==> src/rtl/lcd_pkg.sv <==
// Shared definitions for the LCD frame streamer: FSM encoding, transfer phases,
// PCD8544-style command bytes and the default frame size.
package lcd_pkg;

  typedef logic [2:0] state_t;

  localparam state_t ST_IDLE  = 3'd0;
  localparam state_t ST_WAIT  = 3'd1;
  localparam state_t ST_INIT  = 3'd2;
  localparam state_t ST_ADDR  = 3'd3;
  localparam state_t ST_FETCH = 3'd4;
  localparam state_t ST_SEND  = 3'd5;
  localparam state_t ST_HOLD  = 3'd6;
  localparam state_t ST_GAP   = 3'd7;

  typedef enum logic [1:0] {
    PH_INIT = 2'd0,
    PH_ADDR = 2'd1,
    PH_DATA = 2'd2
  } phase_e;

  localparam logic [7:0] CMD_EXT    = 8'h21;
  localparam logic [7:0] CMD_TEMP   = 8'h04;
  localparam logic [7:0] CMD_BIAS   = 8'h14;
  localparam logic [7:0] CMD_BASIC  = 8'h20;
  localparam logic [7:0] CMD_NORMAL = 8'h0C;
  localparam logic [7:0] CMD_SET_Y  = 8'h40;
  localparam logic [7:0] CMD_SET_X  = 8'h80;

  localparam int DEFAULT_FRAME_BYTES = 504;
  localparam int INIT_LEN            = 6;

  // Cursor home: row address first, then column address.
  function automatic logic [7:0] addr_cmd(input logic sel);
    return sel ? CMD_SET_X : CMD_SET_Y;
  endfunction

endpackage

==> src/rtl/lcd_init_rom.sv <==
// Combinational lookup of the panel power-up command sequence.
module lcd_init_rom
  import lcd_pkg::*;
#(
  parameter logic [7:0] VOP_CMD = 8'hB1
) (
  input  logic [2:0] idx,
  output logic [7:0] cmd
);

  always_comb begin
    cmd = CMD_NORMAL;
    case (idx)
      3'd0:    cmd = CMD_EXT;
      3'd1:    cmd = VOP_CMD;
      3'd2:    cmd = CMD_TEMP;
      3'd3:    cmd = CMD_BIAS;
      3'd4:    cmd = CMD_BASIC;
      3'd5:    cmd = CMD_NORMAL;
      default: cmd = CMD_NORMAL;
    endcase
  end

endmodule

==> src/rtl/lcd_frame_streamer.sv <==
// Streams panel init, cursor-home and frame-buffer bytes to an SPI sender.
// Define LCD_CONTINUOUS_REFRESH_EN to loop back to cursor-home after every frame.
module lcd_frame_streamer
  import lcd_pkg::*;
#(
  parameter int         FRAME_BYTES = DEFAULT_FRAME_BYTES,
  parameter int         WAIT_CYCLES = 1000,
  parameter logic [7:0] VOP_CMD     = 8'hB1
) (
  input  logic       clk,
  input  logic       rst_n,
  input  logic       start,
  output logic [8:0] fb_addr,
  input  logic [7:0] fb_data,
  output logic [7:0] data,
  output logic       dc_in,
  output logic       spi_start,
  input  logic       spi_done,
  output logic       busy,
  output logic       frame_done
);

  localparam int WAIT_LAST = (WAIT_CYCLES > 0) ? WAIT_CYCLES - 1 : 0;
  localparam int WAIT_W    = (WAIT_LAST > 0) ? $clog2(WAIT_LAST + 1) : 1;
  localparam logic [WAIT_W-1:0] WAIT_END = WAIT_W'(WAIT_LAST);
  localparam logic [8:0] LAST_BYTE = 9'(FRAME_BYTES - 1);
  localparam logic [2:0] INIT_LAST = 3'(INIT_LEN - 1);

  state_t            state;
  state_t            gap_next;
  phase_e            phase;
  logic [2:0]        cmd_idx;
  logic [8:0]        byte_idx;
  logic [WAIT_W-1:0] wait_cnt;
  logic              fetch_ph;
  logic [7:0]        rom_cmd;

  assign fb_addr = byte_idx;

  lcd_init_rom #(
    .VOP_CMD (VOP_CMD)
  ) u_init_rom (
    .idx (cmd_idx),
    .cmd (rom_cmd)
  );

  always_ff @(posedge clk or negedge rst_n) begin
    if (!rst_n) begin
      state      <= ST_IDLE;
      gap_next   <= ST_IDLE;
      phase      <= PH_INIT;
      cmd_idx    <= '0;
      byte_idx   <= '0;
      wait_cnt   <= '0;
      fetch_ph   <= 1'b0;
      data       <= '0;
      dc_in      <= 1'b0;
      spi_start  <= 1'b0;
      busy       <= 1'b0;
      frame_done <= 1'b0;
    end else begin
      frame_done <= 1'b0;
      case (state)
        ST_IDLE: begin
          if (start) begin
            state    <= ST_WAIT;
            busy     <= 1'b1;
            wait_cnt <= '0;
            phase    <= PH_INIT;
            cmd_idx  <= '0;
            byte_idx <= '0;
          end
        end
        ST_WAIT: begin
          if (wait_cnt == WAIT_END) begin
            state <= ST_INIT;
          end else begin
            wait_cnt <= wait_cnt + 1'b1;
          end
        end
        ST_INIT: begin
          data  <= rom_cmd;
          dc_in <= 1'b0;
          state <= ST_SEND;
        end
        ST_ADDR: begin
          data  <= addr_cmd(cmd_idx[0]);
          dc_in <= 1'b0;
          state <= ST_SEND;
        end
        // Synchronous frame-buffer RAM: read data lags the address by one cycle.
        ST_FETCH: begin
          if (!fetch_ph) begin
            fetch_ph <= 1'b1;
          end else begin
            fetch_ph <= 1'b0;
            data     <= fb_data;
            dc_in    <= 1'b1;
            state    <= ST_SEND;
          end
        end
        ST_SEND: begin
          spi_start <= 1'b1;
          state     <= ST_HOLD;
        end
        // Next-byte bookkeeping happens here so GAP only waits for spi_done to clear.
        ST_HOLD: begin
          if (spi_done) begin
            spi_start <= 1'b0;
            state     <= ST_GAP;
            case (phase)
              PH_INIT: begin
                if (cmd_idx == INIT_LAST) begin
                  phase    <= PH_ADDR;
                  cmd_idx  <= '0;
                  gap_next <= ST_ADDR;
                end else begin
                  cmd_idx  <= cmd_idx + 1'b1;
                  gap_next <= ST_INIT;
                end
              end
              PH_ADDR: begin
                if (cmd_idx[0]) begin
                  phase    <= PH_DATA;
                  cmd_idx  <= '0;
                  byte_idx <= '0;
                  gap_next <= ST_FETCH;
                end else begin
                  cmd_idx  <= cmd_idx + 1'b1;
                  gap_next <= ST_ADDR;
                end
              end
              PH_DATA: begin
                if (byte_idx == LAST_BYTE) begin
                  frame_done <= 1'b1;
                  byte_idx   <= '0;
                  cmd_idx    <= '0;
`ifdef LCD_CONTINUOUS_REFRESH_EN
                  phase      <= PH_ADDR;
                  gap_next   <= ST_ADDR;
`else
                  phase      <= PH_INIT;
                  gap_next   <= ST_IDLE;
                  state      <= ST_IDLE;
                  busy       <= 1'b0;
`endif
                end else begin
                  byte_idx <= byte_idx + 1'b1;
                  gap_next <= ST_FETCH;
                end
              end
              default: begin
                phase    <= PH_INIT;
                gap_next <= ST_IDLE;
              end
            endcase
          end
        end
        ST_GAP: begin
          if (!spi_done) begin
            state <= gap_next;
          end
        end
        default: state <= ST_IDLE;
      endcase
    end
  end

endmodule

==> config.mk <==
export PLATFORM = sky130hd
export DESIGN_NAME = lcd_frame_streamer
export DESIGN_NICKNAME = d
export VERILOG_FILES = /design/src/rtl/lcd_pkg.sv /design/src/rtl/lcd_init_rom.sv /design/src/rtl/lcd_frame_streamer.sv
export SDC_FILE = /design/constraint.sdc
export NUM_CORES = 1
export LEC_CHECK = 0
export CORE_ASPECT_RATIO = 0.5
export CORE_MARGIN = 8
export CORE_UTILIZATION = 30
export CTS_BUF_LIST = sky130_fd_sc_hd__clkbuf_2
export CTS_CLUSTER_SIZE = 24
export DETAILED_ROUTE_END_ITERATION = 8
export SYNTH_ARGS = -nofsm -noshare
export SYNTH_HDL_FRONTEND = slang
export SYNTH_SLANG_ARGS = --single-unit
==> constraint.sdc <==
create_clock -name clk -period 2.2 [get_ports clk]
set_input_delay 0.55 -clock clk [delete_from_list [all_inputs] [get_ports clk]]
set_output_delay 0.55 -clock clk [all_outputs]
set_load 0.01 [all_outputs]
Word-level counts from Yosys, hierarchy flattened
Index checks and enable logic that the tools add are counted.

Register bits: 43. Input bits: 12. Output and inout bits: 21. Logic and storage cells: 116.

$add $sub $neg: 3. Equal/unequal tests: 29. Muxes and demuxes: 53. Reductions and logical operators: 19.

Operator list (count): $mux W3 (14); $pmux W8 S5 (1); $mux W9 (4); $pmux W9 S2 (2); $pmux W8 S3 (1); $pmux W3 S7 (1); $mux W10 (2); $pmux W10 S2 (1); $reduce_and A5 Y1 (4); $eq A3 B3 Y1 const B (6); $pmux W3 S3 (2); $mux W8 (2); $ne A2 B2 Y1 const B (8); $eq A3 B2 Y1 const B (4); $mux W1 (12); $add A10 B1 Y10 const B (1); $eq A10 B10 Y1 const B (1); $mux W2 (5); $add A9 B1 Y9 const B (1); $eq A9 B9 Y1 const B (1); $ne A3 B3 Y1 const B (3); $reduce_and A2 Y1 (4); $reduce_bool A2 Y1 (4); $eq A3 B1 Y1 const B (2); other kinds (15) (18).

Logic depth before layout (Yosys ltp)
Gate-level depths: netlist of run 1.

Word-level depth: 5. Gate-level depth with buffers: 7. Mapped depth without buffers: 6.

Hierarchy
A second synthesis of run 1 with hierarchy kept.

Cells, all modules: 294. Area, all modules: 2646.3 um2.

Modules (own cells, without submodules): lcd_frame_streamer (times used 1, cells each 285, area each 2585.0 um2, sequential area each 1076.0 um2); lcd_init_rom (times used 1, cells each 9, area each 61.3 um2, sequential area each 0.0 um2).

Least setup slack after synthesis of run 1
OpenSTA, ideal clock, no wires.

Path kind: flip-flop to flip-flop. From: register byte_idx[0], in the netlist fb_addr[0]. To: register cmd_idx[0]. Setup time: 125 ps. Arrival: 1805 ps. Data required time: 2075 ps. Path slack: 271 ps. Stages on the path, launching flop included: 7. Clock period less this slack: 1929 ps. Path through: dfrtp_1 > ha_1 > and4b_1 > clkbuf_1 > a21oi_2 > a211o_1 > mux2_2.

Word-level cells in the longest chain between the ends: 3.

RTL lines: from (decl) (line lcd_frame_streamer.sv:33) `logic [8:0] byte_idx;`; from (signal assigned) (line lcd_frame_streamer.sv:148) `byte_idx <= byte_idx + 1'b1;`; $eq A9 B9 Y1 (line lcd_frame_streamer.sv:134) `if (byte_idx == LAST_BYTE) begin`; $ne A3 B3 Y1 (no line); $reduce_and A5 Y1 (no line); to (signal assigned) (line lcd_frame_streamer.sv:118) `cmd_idx <= cmd_idx + 1'b1;`; to (signal assigned) (line lcd_frame_streamer.sv:129) `cmd_idx <= cmd_idx + 1'b1;`; to (decl) (line lcd_frame_streamer.sv:32) `logic [2:0] cmd_idx;`.

No other way between the ends. A chain may end at the register's enable or synchronous reset.

Final worst setup path of run 1
From: register byte_idx[3], in the netlist fb_addr[3]. To: output fb_addr[3].

RTL lines: to (decl) (line lcd_frame_streamer.sv:13) `output logic [8:0] fb_addr,`.

No word-level cell between the ends.

==> impl_results.md, run 1 <==
* Status: completed
* Setup TNS at 0 ps
* Most frequent cells after synthesis: 43 x dfrtp_1, 29 x nand2_1, 23 x o21ai_0, 16 x a21oi_1
* Max-Cap Viols at 0
* Final period util at 91.6%
* Register area at 1080 um^2
* Final-report max-slew violation count at 0
* Slew @ Worst Pin at 537 ps
* Die H at 80.8 um
* Ys Warns at 0
* Cell variety after synth at 57
* Largest net degree at the start of global routing at 23
* Peak Freq at 0.496 GHz
* Post-synthesis net count at between 200 and 300
* Leak pwr at roughly 1.3 nW
* Antenna Violating Nets Remaining at 0
* Rel. slew slack at 64.2%
* Hold WS at 37.5 ps
* Synthesized cell area at 2520 um^2
* Post-CTS Hold Fix Bufs at 0
* Multi-input logic area at 1340 um^2
* Crit-path slowest cell: clkdlybuf4s50_1
* Core Box Area at 8090 um^2
* WP buf/inv at 1
* RSZ-0062 raised after global routing: no
* Vias/cell at 5.30
* Minimum clock period at between 2000 and 2500 ps
* Worst hold path class: input pin to async pin
* CTS H-tree lvls at 2
* Clock Skew at 26.9 ps
* Ant diodes at 0
* DRC Markers at 0
* Crit-path cells: clkdlybuf4s50_1
* First-pass GRT wire length at 11,000 um
* Fin area at 3180 um^2
* Routability cong. at 0.853
* Placement Cell Area at 3110 um^2
* Ratio of cells with drive above 1 in the final layout at 14.0%
* Clock Pin Slew Worst Setup and Hold Paths at 270 ps
* CP Data Arrival Time at 1470 ps
* Initial antenna violation count at 0
* Crit path capture type: primary output
* Peak supply drop at 311 uV
* Final WL at 6520 um
* Share of the synthesized area in the top cell type at 42.7%
* CTS Buffer Depth at 2
* Die width at 146 um
* CTS tree: built
* Hpwl dp at 4900 um
* Synth-to-layout area growth at 26.1%
* Number of global-route vias before repair at 2,203
* Data required, critical path at 1650 ps
* Final hold vios at 0
* Area leader, netlist: dfrtp_1
* Clk Latency, worst-skew pair at ~430 ps
* Seq cells post-synth at 43
* Syn_area_per_cell at 9.13 um^2
* Startpoint type of the worst setup path: register
* PortBufs at 32
* Drt wl/cell at approximately 15 um
* Routed vias at 2,333
* Cell Pwr Density at 1090 nW/um^2
* Ports at 33
* # fillers at 800
* Crit Path Class: register to primary output
* Most common cell in the netlist: dfrtp_1
* Aggregate global-route resource usage at ~11%
* CP peak stage delay at 570 ps
* Setup-failing EPs final at 0
* Register area share after synthesis at ~43%
* Initial drt markers at 160
* Initial core utilization at 31.2%
* EDFF count, synth at 0
* Mapped Cells at 276
* CTS Root Cell: clkbuf_2
* DIE AREA at 11,800 um^2
* DRT Pass-1 Iters at 4
* CTS buffer count at 5
* Tot Pwr at approximately 3.5 mW
* Crit-path leading delay family: buffers and inverters
* # rows at 23
* Crit Path Max Fanout at 7
* Ys flop type: dfrtp_1
* Area contributors post-synth: dfrtp_1 43%, o21ai_0 4.6%, nand2_1 4.3%
* Gr ovfl total at 0
* Ys async rst share at 100%
* CTS sink cnt at 43
* Net count, final at 347
==> kinds of logic (layout without fill, tap and decap cells) <==
family                     Yosys count  in the layout  share of synthesized area [%]
and+or+nand+nor                    101            101                           21.9
DFF                                 43             43                           42.7
xor gates and xnor gates             2              2                          0.695
adders and majority gates            8              8                           3.97
muxes                                8              8                           3.42
buffers and inverters               28             80                           4.27
AOI/OAI and AO/OA                   86             86                           23.1
==> worst paths after layout <==
kind | start | slack [ps] | depth (start not counted) | to
hold reg to reg | gap_next[0] | 520 | 2 | gap_next[0]
max in group asynchronous | rst_n | 1630 | 2 | spi_start
min in group clk | gap_next[0] | 520 | 2 | gap_next[0]
hold / removal | rst_n | 40 | 1 | wait_cnt[4]
setup / recovery | fb_addr[3] | 180 | 1 | fb_addr[3]
setup reg to reg | phase[1] | 200 | 6 | fb_addr[6]
==> layer usage <==
metal	vias to the layer above	track usage [%]	wire [um]
met2	43	18.6	3100
li1	1138	-	-
met1	1143	14.5	3120
met5	-	0	0
met4	0	3.50	93
met3	9	2.27	211
==> state kept, by name, summed over array words and instances (netlist names) <==
signal / flops
busy: 1
gap_next: 3
state: 3
data: 8
spi_start: 1
fb_addr: 9
cmd_idx: 3
wait_cnt: 10
frame_done: 1
phase: 2
dc_in: 1
fetch_ph: 1
==> final cells by class <==
cell class / instances / area share (%)
Clock buffer: 5 / 0.787
Clock inverter: 3 / 0.748
Inverter: 15 / 1.77
Multi-Input combinational cell: 205 / 42.2
Sequential cell: 43 / 33.9
Tap cell: 112 / 4.41
Timing Repair Buffer: 57 / 16.2
==> metrics by stage <==
stage,std cells,setup slack [ps],util (%)
6_report,440,185,39.3
5_1_grt,440,44.9,39.3
4_1_cts,438,135,39.1
3_5_place_dp,430,-283,38.5
3_3_place_gp,430,-264,38.5
2_1_floorplan,276,271,-
==> cell usage in the layout, fill, tap and decap left out, types with 5 or more instances in the layout <==
cell type	count
dfrtp_1	43
clkdlybuf4s50_1	31
nand2_1	29
buf_4	24
o21ai_0	23
a21oi_1	16
inv_1	15
nand3_1	15
nor2_1	11
o31ai_1	8
ha_1	8
or4_1	6
and2_1	5
mux2_2	5
clkbuf_2	5
==> power by group <==
part           internal [mW]  switching, mW
Sequential              1.03          0.225
Combinational          0.860          0.971
Clock                 0.0816          0.299
Total                   1.97           1.50
==> what timing repair did <==
item                       4_1_cts  5_1_grt
setup endpoints to repair        0        3
gates resized for setup          0        1
buffers inserted                 0        2
(Power assumes the default switching activity.)
==> inputs of run 2 (changes only) <==
--- a/config.mk
+++ b/config.mk
@@ -9,8 +9,10 @@
 export CORE_MARGIN = 8
 export CORE_UTILIZATION = 30
 export CTS_BUF_LIST = sky130_fd_sc_hd__clkbuf_2
+export CTS_CLUSTER_DIAMETER = 150
 export CTS_CLUSTER_SIZE = 24
 export DETAILED_ROUTE_END_ITERATION = 8
+export HOLD_SLACK_MARGIN = 0.02
 export SYNTH_ARGS = -nofsm -noshare
 export SYNTH_HDL_FRONTEND = slang
 export SYNTH_SLANG_ARGS = --single-unit
==> results of run 2 <==
No change in the layout: final DEF, timing and power equal those of run 1.
==> inputs of run 3 (changes only) <==
--- a/config.mk
+++ b/config.mk
@@ -10,7 +10,6 @@
 export CORE_UTILIZATION = 30
 export CTS_BUF_LIST = sky130_fd_sc_hd__clkbuf_2
 export CTS_CLUSTER_DIAMETER = 150
-export CTS_CLUSTER_SIZE = 24
 export DETAILED_ROUTE_END_ITERATION = 8
 export HOLD_SLACK_MARGIN = 0.02
 export SYNTH_ARGS = -nofsm -noshare
==> results of run 3 <==
No change in the layout: final DEF, timing and power equal those of run 1.
